==> src/rtl/serial_cla_add_sub_if.sv <==
// Request/result bus for serial_cla_add_sub. Both ports use valid/ready: a transfer
// happens on a rising edge where valid && ready; the source holds its payload stable until then.
interface serial_cla_add_sub_if #(
  parameter int WIDTH = 16
);
  logic             in_valid;
  logic             in_ready;
  logic             op_sub;
  logic [WIDTH-1:0] a;
  logic [WIDTH-1:0] b;
  logic             cin;
  logic             out_valid;
  logic             out_ready;
  logic [WIDTH-1:0] result;
  logic             cout;
  logic             overflow;

  modport master (
    output in_valid, op_sub, a, b, cin, out_ready,
    input  in_ready, out_valid, result, cout, overflow
  );

  modport slave (
    input  in_valid, op_sub, a, b, cin, out_ready,
    output in_ready, out_valid, result, cout, overflow
  );
endinterface

==> src/rtl/serial_cla_add_sub.sv <==
// Multi-cycle adder/subtractor: one SLICE-bit carry-lookahead slice is reused each cycle,
// with the carry (or inverted borrow) registered between slices.
module serial_cla_add_sub #(
  parameter int WIDTH = 16,
  parameter int SLICE = 4
) (
  input  logic                 clk,
  input  logic                 rst,
  serial_cla_add_sub_if.slave  bus,
  output logic [1:0]           dbg_state
);
  localparam int NSL  = WIDTH / SLICE;
  localparam int IDXW = (NSL > 1) ? $clog2(NSL) : 1;
  localparam logic [IDXW-1:0] LAST_IDX = IDXW'(NSL - 1);

  typedef enum logic [1:0] {
    IDLE = 2'd0,
    CALC = 2'd1,
    DONE = 2'd2
  } state_t;

  state_t           state;
  logic [IDXW-1:0]  idx;
  logic [WIDTH-1:0] a_r;
  logic [WIDTH-1:0] b_r;
  logic [WIDTH-1:0] acc_r;
  logic             carry;
  logic             op_r;

  logic [SLICE-1:0] sl_g;
  logic [SLICE-1:0] sl_p;
  logic [SLICE:0]   sl_c;
  logic [SLICE-1:0] sl_sum;
  logic [WIDTH-1:0] next_acc;

  // Every carry is a flat sum-of-products of generate/propagate terms, not a ripple chain.
  function automatic logic [SLICE:0] cla_carries(input logic [SLICE-1:0] g,
                                                 input logic [SLICE-1:0] p,
                                                 input logic c0);
    logic [SLICE:0] c;
    logic           term;
    logic           sum_of_terms;
    c    = '0;
    c[0] = c0;
    for (int i = 1; i <= SLICE; i++) begin
      sum_of_terms = c0;
      for (int j = 0; j < i; j++) sum_of_terms = sum_of_terms & p[j];
      for (int k = 0; k < i; k++) begin
        term = g[k];
        for (int j = k + 1; j < i; j++) term = term & p[j];
        sum_of_terms = sum_of_terms | term;
      end
      c[i] = sum_of_terms;
    end
    return c;
  endfunction

  // Operands shift right each cycle, so the active slice always sits in the low bits.
  always_comb begin
    sl_g     = a_r[SLICE-1:0] & b_r[SLICE-1:0];
    sl_p     = a_r[SLICE-1:0] ^ b_r[SLICE-1:0];
    sl_c     = cla_carries(sl_g, sl_p, carry);
    sl_sum   = sl_p ^ sl_c[SLICE-1:0];
    next_acc = WIDTH'({sl_sum, acc_r} >> SLICE);
  end

  assign dbg_state = state;

  always_ff @(posedge clk) begin
    if (rst) begin
      state         <= IDLE;
      idx           <= '0;
      a_r           <= '0;
      b_r           <= '0;
      acc_r         <= '0;
      carry         <= 1'b0;
      op_r          <= 1'b0;
      bus.in_ready  <= 1'b1;
      bus.out_valid <= 1'b0;
      bus.result    <= '0;
      bus.cout      <= 1'b0;
      bus.overflow  <= 1'b0;
    end else begin
      case (state)
        IDLE: begin
          if (bus.in_valid && bus.in_ready) begin
            a_r          <= bus.a;
            b_r          <= bus.op_sub ? ~bus.b : bus.b;
            carry        <= bus.op_sub ? ~bus.cin : bus.cin;
            op_r         <= bus.op_sub;
            idx          <= '0;
            bus.in_ready <= 1'b0;
            state        <= CALC;
          end
        end
        CALC: begin
          a_r   <= a_r >> SLICE;
          b_r   <= b_r >> SLICE;
          acc_r <= next_acc;
          carry <= sl_c[SLICE];
          idx   <= idx + IDXW'(1);
          if (idx == LAST_IDX) begin
            // Low bits of a_r/b_r now hold the top slice, so their MSBs are the operand MSBs.
            bus.result    <= next_acc;
            bus.cout      <= op_r ? ~sl_c[SLICE] : sl_c[SLICE];
            bus.overflow  <= (a_r[SLICE-1] == b_r[SLICE-1]) && (sl_sum[SLICE-1] != a_r[SLICE-1]);
            bus.out_valid <= 1'b1;
            state         <= DONE;
          end
        end
        DONE: begin
          if (bus.out_ready) begin
            bus.out_valid <= 1'b0;
            bus.in_ready  <= 1'b1;
            state         <= IDLE;
          end
        end
        default: begin
          state         <= IDLE;
          bus.in_ready  <= 1'b1;
          bus.out_valid <= 1'b0;
        end
      endcase
    end
  end
endmodule

==> src/flat_wrapper.sv <==
// flat-port wrapper written by rule: the top's interface ports become plain ports
module serial_cla_add_sub_flat 
#(
  parameter int WIDTH = 16,
  parameter int SLICE = 4
)
  (clk, rst, dbg_state, bus_in_valid, bus_op_sub, bus_a, bus_b, bus_cin, bus_out_ready, bus_in_ready, bus_out_valid, bus_result, bus_cout, bus_overflow);
  serial_cla_add_sub_if #(.WIDTH(WIDTH)) bus_i ();
  input  logic clk;
  input  logic rst;
  output logic [1:0] dbg_state;
  input wire logic [$bits(bus_i.in_valid)-1:0] bus_in_valid;
  input wire logic [$bits(bus_i.op_sub)-1:0] bus_op_sub;
  input wire logic [$bits(bus_i.a)-1:0] bus_a;
  input wire logic [$bits(bus_i.b)-1:0] bus_b;
  input wire logic [$bits(bus_i.cin)-1:0] bus_cin;
  input wire logic [$bits(bus_i.out_ready)-1:0] bus_out_ready;
  output wire logic [$bits(bus_i.in_ready)-1:0] bus_in_ready;
  output wire logic [$bits(bus_i.out_valid)-1:0] bus_out_valid;
  output wire logic [$bits(bus_i.result)-1:0] bus_result;
  output wire logic [$bits(bus_i.cout)-1:0] bus_cout;
  output wire logic [$bits(bus_i.overflow)-1:0] bus_overflow;
  assign bus_i.in_valid = bus_in_valid;
  assign bus_i.op_sub = bus_op_sub;
  assign bus_i.a = bus_a;
  assign bus_i.b = bus_b;
  assign bus_i.cin = bus_cin;
  assign bus_i.out_ready = bus_out_ready;
  assign bus_in_ready = bus_i.in_ready;
  assign bus_out_valid = bus_i.out_valid;
  assign bus_result = bus_i.result;
  assign bus_cout = bus_i.cout;
  assign bus_overflow = bus_i.overflow;
  serial_cla_add_sub #(.WIDTH(WIDTH), .SLICE(SLICE)) u_core (.clk(clk), .rst(rst), .bus(bus_i), .dbg_state(dbg_state));
endmodule
==> config.mk <==
export PLATFORM = sky130hd
export DESIGN_NAME = serial_cla_add_sub_flat
export DESIGN_NICKNAME = d
export VERILOG_FILES = /design/src/rtl/serial_cla_add_sub_if.sv /design/src/rtl/serial_cla_add_sub.sv /design/src/flat_wrapper.sv
export SDC_FILE = /design/constraint.sdc
export NUM_CORES = 1
export LEC_CHECK = 0
export CORE_MARGIN = 4
export CORE_UTILIZATION = 55
export CTS_CLUSTER_SIZE = 16
export DETAILED_ROUTE_END_ITERATION = 6
export PLACE_DENSITY = 0.84
export SLEW_MARGIN = 20
export SYNTH_ARGS = -nofsm -noshare
export SYNTH_HDL_FRONTEND = slang
export SYNTH_SLANG_ARGS = --single-unit
export TNS_END_PERCENT = 30
==> constraint.sdc <==
create_clock -name clk -period 2.6 [get_ports clk]
set_input_delay 0.52 -clock clk [delete_from_list [all_inputs] [get_ports clk]]
set_output_delay 0.52 -clock clk [all_outputs]
set_load 0.02 [all_outputs]
==> results.py <==
metrics = {
    "run_status": {
        "status": "complete, no violations",
    },
    "clock_tree": {
        "htreeDepth": 3,
        "holdBufCountCts": 0,
        "cts_root_buf": "clkbuf_8",
        "cts_tree": "yes",
        "ctsResizeCount": 0,
        "cts_setup_buffers": 0,
        "clockBufferDepth": 2,
        "cts_num_sinks": 70,
        "clock_latency_ns": 0.34,
        "cts.reportedPaths.clkPinSlew_ns": 0.07,
        "cts_buffers": 9,
    },
    "detailed_routing": {
        "drc": 0,
        "postRouteAntennaNets": 0,
        "dr.pass1.iters": 4,
        "via_count": 2600,
        "viasPerCell": 5.38,
        "drtIter0Drc": 135,
        "drt_wl_total_um": 6660,
        "wl_per_cell_um": 13.8,
    },
    "synth": {
        "ys_seq_area_share_pct": 45.8,
        "synth_most_common_cell": "nand2_1",
        "syn_nets": 401,
        "synth_commonest_cells": "nand2_1, dfxtp_1, nor2_1",
        "syn_area_per_cell_um2": 8.60,
        "synth_top_area_cell": "dfxtp_1",
        "synth-seq-cells": 70,
        "synth_edf_count": 0,
        "syn_inst": 356,
        "synth_top_area_share_pct": 45.8,
        "yosys_warnings": 0,
        "async_flop_share_pct": 0,
        "synth_flop_cell": "dfxtp_1",
        "synthTopCellsByArea": "dfxtp_1, nand2_1, nor2_1",
        "netlist_area_um2": 3060,
        "netlist-cell-type-count": 42,
    },
    "floorplanning": {
        "pin_count": 60,
        "fp-row-count": 26,
        "floorplan.initialDensity_pct": 58.5,
        "core_area_um2": 5240,
        "die_w_um": 82.6,
        "die_y_um": 82.6,
        "dieArea_um2": 6820,
    },
    "placement": {
        "place_ws_ns": 0.454,
        "dp.cells": 468,
        "dp_hpwl_um": 4630,
        "port_buffers": 59,
        "routabilityCongestion": 0.767,
    },
    "worst_setup_path": {
        "crit_slowest_cell": "clkdlybuf4s50_1",
        "start_kind": "register",
        "crit_path_end_kind": "primary output",
        "worstSetupPathType": "register to primary output",
        "slowest_delay_ns": 0.71,
        "cp_top_family": "buffers and inverters",
        "path_buf_inv": 1,
        "required_ns": 2.08,
        "crit_chain": "clkdlybuf4s50_1",
        "crit_fanout": 13,
        "critPathArrivalTime_ns": 1.71,
    },
    "timing": {
        "fin_crit_sh_pct": 85.8,
        "skew_ns": 0.00687,
        "layout_min_cycle_time_ns": 2.23,
        "setup_viol": 0,
        "worst_slack_ns": 0.369,
        "finalHoldViolCount": 0,
        "grt_setup_unrepaired": "false",
        "slew_violations": 0,
        "worstMarginPinSlew_ns": 0.704,
        "slew_headroom_pct": 53.1,
        "fmax_ghz": 0.448,
        "setup_tns_ns": 0,
    },
    "job": {
        "maxCapViolations": 0,
    },
    "power": {
        "finalPower_mw": 2.53,
        "p_per_area_nw_per_um2": 652,
        "ir_worst_vdd_mv": 0.388,
        "leakage_nw": 1.42,
    },
    "global_route": {
        "busiest_layer": "met2",
        "use_met3_pct": 4.12,
        "track_usage_pct": 21.3,
        "grt_pass1_vias": 2502,
        "grt-ovfl-total": 0,
        "grt_pass1_wl_um": 11000,
        "grtUsageMet2_pct": 37.1,
        "antenna_found_initial": 0,
        "grt_start_max_net_pins": 41,
        "grt_util_met1_pct": 25.2,
    },
    "finish": {
        "syn_to_final_growth_pct": 27.0,
        "layout-drive-gt1-share_pct": 9.93,
        "nets": 454,
        "stdcell_count": 483,
        "nFillCells": 402,
        "antenna_cells": 0,
    },
    "min_path": {
        "min_path_type": "register to register",
    },
}
==> cell families after synthesis <==
family | synth area share (%)
AND/OR/NAND/NOR | 21.8
XOR/XNOR | 5.72
adder cells (fa/ha/maj) | 3.11
multiplexers | 0.327
AO/OA/AOI/OAI | 18.6
buffers and inverters | 4.70
flip-flops | 45.8
==> tightest hold or removal path, stage by stage, from the launching register on <==
cell and delay (ns):
dfxtp_1 0.31, nand2_1 0.05, a21oi_1 0.05
==> state kept, by name, indices dropped and copies added (netlist names) <==
name	count
u_core.op_r	1
u_core.idx	2
u_core.b_r	16
u_core.bus.out_valid	1
u_core.bus.result	16
u_core.bus.cout	1
u_core.bus.in_ready	1
u_core.carry	1
u_core.dbg_state	2
u_core.bus.overflow	1
u_core.a_r	16
u_core.acc_r	12
==> metrics by stage <==
stage	hold slack, ns	cell area (um^2)	utilization (%)
after CTS	0.457	3890	74.2
final	0.454	3890	74.2
after global routing	0.478	3890	74.2
after global placement	0.440	3680	70.2
after detailed placement	0.447	3680	70.2
after floorplan	0.432	3060	-
==> path summary, 6_finish.rpt <==
check	startpoint	slack [ns]	cells after the start	end
setup / recovery	u_core.dbg_state[1]$_SDFFE_PP0P_	0.37	1	dbg_state[1]
hold / removal	u_core.bus.result[10]$_SDFFE_PP0P_	0.45	2	u_core.bus.result[10]$_SDFFE_PP0P_
setup reg to reg	u_core.dbg_state[1]$_SDFFE_PP0P_	0.74	4	u_core.b_r[4]$_SDFFE_PP0P_
hold reg to reg	u_core.bus.result[10]$_SDFFE_PP0P_	0.45	2	u_core.bus.result[10]$_SDFFE_PP0P_
==> where the power goes <==
part	switching [mW]	internal [mW]	total, mW
logic	0.218	0.187	0.406
registers	0.0458	1.14	1.19
clock network	0.405	0.534	0.940
==> cell type report <==
cell class	instances	area [um^2]	area share, %
well taps	70	87.6	2.25
flip-flops and latches	70	1400	36.0
repair buffers	70	668	17.2
clock inverters	6	87.6	2.25
multi-input cells	258	1520	39.1
clock buffers	9	124	3.19
==> cells in the final DEF, fill, tap and decap left out, types with 3 or more instances in the layout <==
cell type | Yosys | final
buf_4 | 5 | 11
dfxtp_1 | 70 | 70
a211oi_1 | 4 | 4
clkdlybuf4s50_1 | 0 | 58
a2111oi_2 | 6 | 6
nor2_1 | 59 | 59
xnor2_1 | 18 | 18
nand3b_1 | 3 | 3
a22oi_1 | 5 | 5
a2111oi_0 | 7 | 7
a311oi_1 | 12 | 12
ha_1 | 6 | 6
a21oi_1 | 29 | 29
nor4_1 | 4 | 4
clkbuf_8 | 0 | 9
nand2_1 | 73 | 73
==> layer usage <==
metal	vias to the layer above	part of all wire [%]
met5	-	0
met1	1190	42
met2	70	50
met4	0	1.5
li1	1331	-
met3	9	5.8
No activity file was read; power rests on OpenSTA's default activity.
